==> src/rtl/regfile_access_scheduler.sv <==
// -----------------------------------------------------------------------------
// regfile_access_scheduler
//
// Sequences all traffic into the 16x32 FP register stack. It issues operand
// reads for the issue stage. It arbitrates the single write port, which can
// optionally write a pair of registers, between two requesters:
//   A = FP ALU writeback
//   B = load/host path
// A pending-write scoreboard blocks two kinds of issue while a write is in
// flight on a register:
//   - RAW: the instruction reads that register.
//   - WAW: the instruction writes that register.
//
// Ports
//   clk_i, rst_ni            clock, synchronous active-low reset
//   flush_i                  clear scoreboard, block every grant this cycle
//   rd_req_i                 issue request (held until rd_gnt_o)
//   rd_src1_i, rd_src2_i     source register addresses
//   rd_dst_i, rd_pair_i      destination register / also writes dst+1
//   rd_gnt_o                 combinational issue grant
//   {a,b}_wr_req_i           write request (held until grant)
//   {a,b}_wr_ad_i            write address
//   {a,b}_wr_pair_i          also write val2 to ad+1
//   {a,b}_wr_val_i/val2_i    write data
//   {a,b}_wr_gnt_o           combinational write grant
//   rd_en_o                  reg stack read enable
//   reg_src1_ad_o/2_ad_o     reg stack read addresses
//   wrt_en_o, reg2_wr_en_o   reg stack write enable / second-register enable
//   reg_out_ad_o             reg stack write address
//   reg_wrt_val_o/val2_o     reg stack write data
//   pend_o                   scoreboard; bit i = write to reg i outstanding
//   stall_cnt_o              saturating count of stalled issue cycles
// -----------------------------------------------------------------------------
module regfile_access_scheduler #(
  parameter int NREG = 16,
  parameter int AW   = $clog2(NREG),
  parameter int DW   = 32
) (
  input  logic            clk_i,
  input  logic            rst_ni,
  input  logic            flush_i,

  input  logic            rd_req_i,
  input  logic [AW-1:0]   rd_src1_i,
  input  logic [AW-1:0]   rd_src2_i,
  input  logic [AW-1:0]   rd_dst_i,
  input  logic            rd_pair_i,
  output logic            rd_gnt_o,

  input  logic            a_wr_req_i,
  input  logic [AW-1:0]   a_wr_ad_i,
  input  logic            a_wr_pair_i,
  input  logic [DW-1:0]   a_wr_val_i,
  input  logic [DW-1:0]   a_wr_val2_i,
  output logic            a_wr_gnt_o,

  input  logic            b_wr_req_i,
  input  logic [AW-1:0]   b_wr_ad_i,
  input  logic            b_wr_pair_i,
  input  logic [DW-1:0]   b_wr_val_i,
  input  logic [DW-1:0]   b_wr_val2_i,
  output logic            b_wr_gnt_o,

  output logic            rd_en_o,
  output logic [AW-1:0]   reg_src1_ad_o,
  output logic [AW-1:0]   reg_src2_ad_o,
  output logic            wrt_en_o,
  output logic            reg2_wr_en_o,
  output logic [AW-1:0]   reg_out_ad_o,
  output logic [DW-1:0]   reg_wrt_val_o,
  output logic [DW-1:0]   reg_wrt_val2_o,
  output logic [NREG-1:0] pend_o,
  output logic [15:0]     stall_cnt_o
);

  // State registers
  logic [NREG-1:0] pend_q, pend_d;
  logic [15:0]     stall_cnt_q, stall_cnt_d;
  logic            prefer_b_q, prefer_b_d;   // 0: A wins a tie
  logic            rd_en_q;
  logic [AW-1:0]   src1_ad_q, src1_ad_d;
  logic [AW-1:0]   src2_ad_q, src2_ad_d;
  logic            wrt_en_q;
  logic            reg2_wr_en_q, reg2_wr_en_d;
  logic [AW-1:0]   out_ad_q, out_ad_d;
  logic [DW-1:0]   wrt_val_q, wrt_val_d;
  logic [DW-1:0]   wrt_val2_q, wrt_val2_d;

  // Combinational datapath
  logic            rd_gnt, a_gnt, b_gnt, wr_gnt;
  logic [AW-1:0]   dst_p1;
  logic [AW-1:0]   win_ad, win_ad_p1;
  logic            win_pair;
  logic [DW-1:0]   win_val, win_val2;
  logic [NREG-1:0] set_mask, clr_mask;

  // The +1 is truncated to AW bits, so register 15 pairs with register 0.
  assign dst_p1 = rd_dst_i + 1'b1;

  // Grants look only at registered pend. A write that clears a bit this cycle
  // therefore unblocks a dependent issue on the following cycle at the earliest.
  // Every grant is held low while reset is asserted.
  assign rd_gnt = rst_ni & rd_req_i & ~flush_i
                & ~pend_q[rd_src1_i] & ~pend_q[rd_src2_i] & ~pend_q[rd_dst_i]
                & ~(rd_pair_i & pend_q[dst_p1]);

  // Round-robin: a lone requester always wins; on a tie the pointer decides.
  assign a_gnt  = rst_ni & ~flush_i & a_wr_req_i & (~b_wr_req_i | ~prefer_b_q);
  assign b_gnt  = rst_ni & ~flush_i & b_wr_req_i & (~a_wr_req_i |  prefer_b_q);
  assign wr_gnt = a_gnt | b_gnt;

  assign win_ad    = b_gnt ? b_wr_ad_i   : a_wr_ad_i;
  assign win_pair  = b_gnt ? b_wr_pair_i : a_wr_pair_i;
  assign win_val   = b_gnt ? b_wr_val_i  : a_wr_val_i;
  assign win_val2  = b_gnt ? b_wr_val2_i : a_wr_val2_i;
  assign win_ad_p1 = win_ad + 1'b1;

  always_comb begin
    // NOTE: every signal driven here gets a default first, so no path leaves
    // it unassigned and no latch is inferred.
    set_mask     = '0;
    clr_mask     = '0;
    prefer_b_d   = prefer_b_q;
    src1_ad_d    = src1_ad_q;
    src2_ad_d    = src2_ad_q;
    reg2_wr_en_d = 1'b0;
    out_ad_d     = out_ad_q;
    wrt_val_d    = wrt_val_q;
    wrt_val2_d   = wrt_val2_q;
    stall_cnt_d  = stall_cnt_q;

    if (rd_gnt) begin
      set_mask[rd_dst_i] = 1'b1;
      if (rd_pair_i) set_mask[dst_p1] = 1'b1;
      src1_ad_d = rd_src1_i;
      src2_ad_d = rd_src2_i;
    end

    if (wr_gnt) begin
      clr_mask[win_ad] = 1'b1;
      if (win_pair) clr_mask[win_ad_p1] = 1'b1;
      reg2_wr_en_d = win_pair;
      out_ad_d     = win_ad;
      wrt_val_d    = win_val;
      wrt_val2_d   = win_val2;
      // The next tie goes to the requester that was not just served.
      prefer_b_d   = a_gnt;
    end

    // Clear is applied before set, so a same-edge set of one bit wins.
    // Clearing a bit that is already 0 (host preload) has no effect.
    pend_d = flush_i ? '0 : ((pend_q & ~clr_mask) | set_mask);

    // The stall count also counts flush cycles, because flush forces rd_gnt low.
    if (rd_req_i && !rd_gnt && stall_cnt_q != 16'hFFFF)
      stall_cnt_d = stall_cnt_q + 16'd1;
  end

  always_ff @(posedge clk_i) begin
    // NOTE: the reset clears the data and address registers as well as the
    // control state, so the reg stack sees a defined bus after reset.
    if (!rst_ni) begin
      // NOTE: state is updated with non-blocking assignments only. Every
      // register then samples the values from before the edge, whatever the
      // order of the statements.
      pend_q       <= '0;
      stall_cnt_q  <= '0;
      prefer_b_q   <= 1'b0;
      rd_en_q      <= 1'b0;
      src1_ad_q    <= '0;
      src2_ad_q    <= '0;
      wrt_en_q     <= 1'b0;
      reg2_wr_en_q <= 1'b0;
      out_ad_q     <= '0;
      wrt_val_q    <= '0;
      wrt_val2_q   <= '0;
    end else begin
      pend_q       <= pend_d;
      stall_cnt_q  <= stall_cnt_d;
      prefer_b_q   <= prefer_b_d;
      rd_en_q      <= rd_gnt;
      src1_ad_q    <= src1_ad_d;
      src2_ad_q    <= src2_ad_d;
      wrt_en_q     <= wr_gnt;
      reg2_wr_en_q <= reg2_wr_en_d;
      out_ad_q     <= out_ad_d;
      wrt_val_q    <= wrt_val_d;
      wrt_val2_q   <= wrt_val2_d;
    end
  end

  assign rd_gnt_o       = rd_gnt;
  assign a_wr_gnt_o     = a_gnt;
  assign b_wr_gnt_o     = b_gnt;
  assign rd_en_o        = rd_en_q;
  assign reg_src1_ad_o  = src1_ad_q;
  assign reg_src2_ad_o  = src2_ad_q;
  assign wrt_en_o       = wrt_en_q;
  assign reg2_wr_en_o   = reg2_wr_en_q;
  assign reg_out_ad_o   = out_ad_q;
  assign reg_wrt_val_o  = wrt_val_q;
  assign reg_wrt_val2_o = wrt_val2_q;
  assign pend_o         = pend_q;
  assign stall_cnt_o    = stall_cnt_q;

endmodule

==> config.mk <==
export PLATFORM = sky130hd
export DESIGN_NAME = regfile_access_scheduler
export DESIGN_NICKNAME = d
export VERILOG_FILES = /design/src/rtl/regfile_access_scheduler.sv
export SDC_FILE = /design/constraint.sdc
export NUM_CORES = 1
export LEC_CHECK = 0
export CORE_MARGIN = 10
export CORE_UTILIZATION = 45
export DETAILED_ROUTE_END_ITERATION = 10
export GPL_TIMING_DRIVEN = 0
export PLACE_DENSITY = 0.95
export SYNTH_ARGS = -nofsm -noshare
export SYNTH_HDL_FRONTEND = slang
export SYNTH_SLANG_ARGS = --single-unit
==> constraint.sdc <==
create_clock -name clk_i -period 15.02 [get_ports clk_i]
set_input_delay 4.506 -clock clk_i [delete_from_list [all_inputs] [get_ports clk_i]]
set_output_delay 4.506 -clock clk_i [all_outputs]
set_load 0.1 [all_outputs]
==> reports/qor.csv <==
metric;value;unit
grt_first_pass_wirelength;37.87;mm
wire_per_inst;21.05;um
synth_most_common_cell;nand2_1;
n_fill_cell;959;
h-tree-depth;3;
hold_depth;2;
maxCapViolations;0;
rrSetupSlack;12390;ps
nets;1152;
min_path_type;reg2reg;
cts_hold_buf;0;
r2r_cells;9;
slew_violations;0;
syn_inst;710;
root_buffer;clkbuf_16;
path_cells;clkdlybuf4s50_1 -> clkbuf_1 -> inv_1 -> ha_1 -> mux4_2 -> nand2_1 -> nand3_1 -> nand3_1 -> and2_1 -> buf_4 -> buf_6 -> buf_6 -> clkdlybuf4s50_1;
grt_overflow;0;
antenna_cells;0;
clk_path_buf_depth;2;
timing.rr.end;reg_src1_ad_o[0]$_SDFFE_PN0P_;
cts_resized;0;
period_needed;13190;ps
crit_fanout;10;
grt_usage;26.68;%
critPathRequiredTime;10510;ps
grt_pass1_vias;6957;
skew;6.726;ps
synth_area_per_cell;8.062;um^2
dpl-instance-area;8612;um^2
dr.pass1.iters;5;
core;12520;um^2
placementRows;41;
clock_sinks;112;
synth_edf_count;0;
synth_commonest_cells;nand2_1 (179), dfxtp_1 (112), nor2_1 (84), a311oi_1 (61), clkbuf_1 (45);
clkTransAtPathRegs;70;ps
fin_setup_tns;0;ps
place.gp.congestion;0.9879;
ys_ff_latch;112;
ys_async_sr_fraction;0;%
critical-path-top-delay-family;buffers and inverters;
syn-num-nets;874;
area_delta_synth_final;56.17;%
fin_crit_sh;87.81;%
rsz0062_at_grt;false;
tritoncts;yes;
syn_area;5724;um^2
critPathMaxStageDelay;1150;ps
synth_area_leaders;dfxtp_1 (39%), nand2_1 (12%), a311oi_1 (9.3%);
initial_utilization;45.73;%
fin_area;8940;um^2
final_hold_viol_count;0;
r2r_start;pend_o[8]$_SDFF_PP0_;
design.portCount;271;
vdd_ir_drop_max;0.00006071;V
hpwlAfterDp;19.26;mm
p_leak;3.124;nW
multi_input_area;3204;um^2
post-cts-setup-buffers;0;
drc;0;
synthDistinctLibCells;47;
drive_gt1_share;4.935;%
seq_area_frac_synth;39.17;%
crit_buf_inv;7;
worst_slew_margin_rel;29.14;%
cp_slowest_cell;clkdlybuf4s50_1;
clk_latency;360;ps
critPathKind;in2out;
vias;6741;
grt_max_degree;18;
fmax;75.82;MHz
status;finished clean;
setup_viol;0;
tightest_slew;1060;ps
die_w;132.8;um
yosys_warnings;0;
portBuffers;267;
crit_arrival;8680;ps
dieArea;17630;um^2
end_kind;primary output;
routed_wl;24.52;mm
fp.dieH;132.8;um
synth_top_area_cell;dfxtp_1;
viasPerCell;5.786;
antenna_found_initial;0;
synthFlopType;dfxtp_1;
hold-path-endpoint;reg_wrt_val2_o[4]$_SDFFE_PN0P_;
p_per_area;92.18;nW/um^2
startpoint_type;input pin;
synth_top_area_share;39.17;%
drt_iter0_drc;542;
hp-start;reg_wrt_val2_o[4]$_SDFFE_PN0P_;
seq_area;2242;um^2
cts_inserted_buffers;9;
ant_nets;0;
[worst reg2reg max path: stages, from the launching register on]
cell and delay [ps]:
dfxtp_1 420, mux4_2 490, mux2_2 270, a22o_1 240
nor3_2 250, and2_1 170, buf_4 160, buf_4 210
mux2i_1 240, nor2_1 60
[cells by family (layout without fill, tap and decap cells)]
| group | after synthesis | count (layout) | share of synthesized area [%] |
|---|---|---|---|
| AO/OA/AOI/OAI | 137 | 137 | 17.18 |
| AND/OR/NAND/NOR | 337 | 337 | 25.27 |
| adder cells (fa/ha/maj) | 7 | 7 | 1.530 |
| multiplexers | 44 | 44 | 11.08 |
| buffers and inverters | 67 | 350 | 4.852 |
| flip-flops | 112 | 112 | 39.17 |
| XOR/XNOR | 6 | 6 | 0.9180 |
[layout by cell type (no fill, tap or decap), types with 3 or more instances in the layout]
cell type / n
nor2_1: 84
o21ai_0: 28
nand2_1: 179
a32oi_1: 3
a21oi_1: 22
ha_1: 7
nand4_1: 6
nand2b_1: 13
mux2_2: 5
and4_1: 3
nand3b_1: 4
mux4_2: 15
and3_1: 3
o22ai_1: 3
inv_1: 9
nand3_1: 27
xnor2_1: 4
clkbuf_8: 4
a311oi_1: 61
buf_1: 4
dfxtp_1: 112
buf_2: 3
clkbuf_1: 45
or4_1: 4
mux2i_1: 24
nor4_1: 3
o31ai_1: 3
clkdlybuf4s50_1: 267
a31oi_1: 4
clkbuf_16: 9
a211oi_1: 5
[where the power goes]
group          switching, W  internal, W
Sequential       0.00000880     0.000311
Combinational      0.000163    0.0000795
Clock              0.000113     0.000148
[worst max path at each step]
stage	startpoint	to	slack, ps	cells after the start
after floorplan	rd_dst_i[1]	rd_gnt_o	3830	11
after global placement	rd_dst_i[1]	rd_gnt_o	1940	13
after detailed placement	rd_dst_i[1]	rd_gnt_o	1890	13
after CTS	rd_dst_i[1]	rd_gnt_o	1860	13
after global routing	rd_dst_i[1]	rd_gnt_o	1710	13
final	rd_dst_i[1]	rd_gnt_o	1830	13
[registers in the layout (all words and copies together) (netlist names)]
name,flops
pend_o,16
reg_out_ad_o,4
reg_src1_ad_o,4
reg2_wr_en_o,1
reg_src2_ad_o,4
rd_en_o,1
reg_wrt_val_o,32
reg_wrt_val2_o,32
stall_cnt_o,16
prefer_b_q,1
wrt_en_o,1
[final cells by class]
type                    instances  area share, %
multi-input cells             531          35.84
repair buffers                267          29.90
flip-flops and latches        112          25.08
clock buffers                  13          3.135
plain buffers                  56          2.645
well taps                     172          2.407
clock inverters                 3         0.5318
inverters                      11         0.4619
[per-stage QoR]
step           cells  hold slack (ps)  total power [W]  setup slack, ps  util (%)
6_report        1165            481.4        0.0008241             1831     71.42
5_1_grt         1165            506.4        0.0008487             1707     71.42
4_1_cts         1165            483.0        0.0008255             1863     71.42
3_5_place_dp    1149            471.3        0.0005679             1887     68.80
3_3_place_gp    1149            465.5        0.0005645             1941     68.80
2_1_floorplan    710            444.2        0.0004774             3830         -
[routing by layer]
layer	GRT usage (%)	up-vias	share of wire (%)
met2	44.83	412	48
met1	29.28	3162	37
met5	0	-	0
met3	8.403	77	10
li1	-	3090	-
met4	14.67	0	4.5
Note: power is estimated with default switching activity, not from simulation.
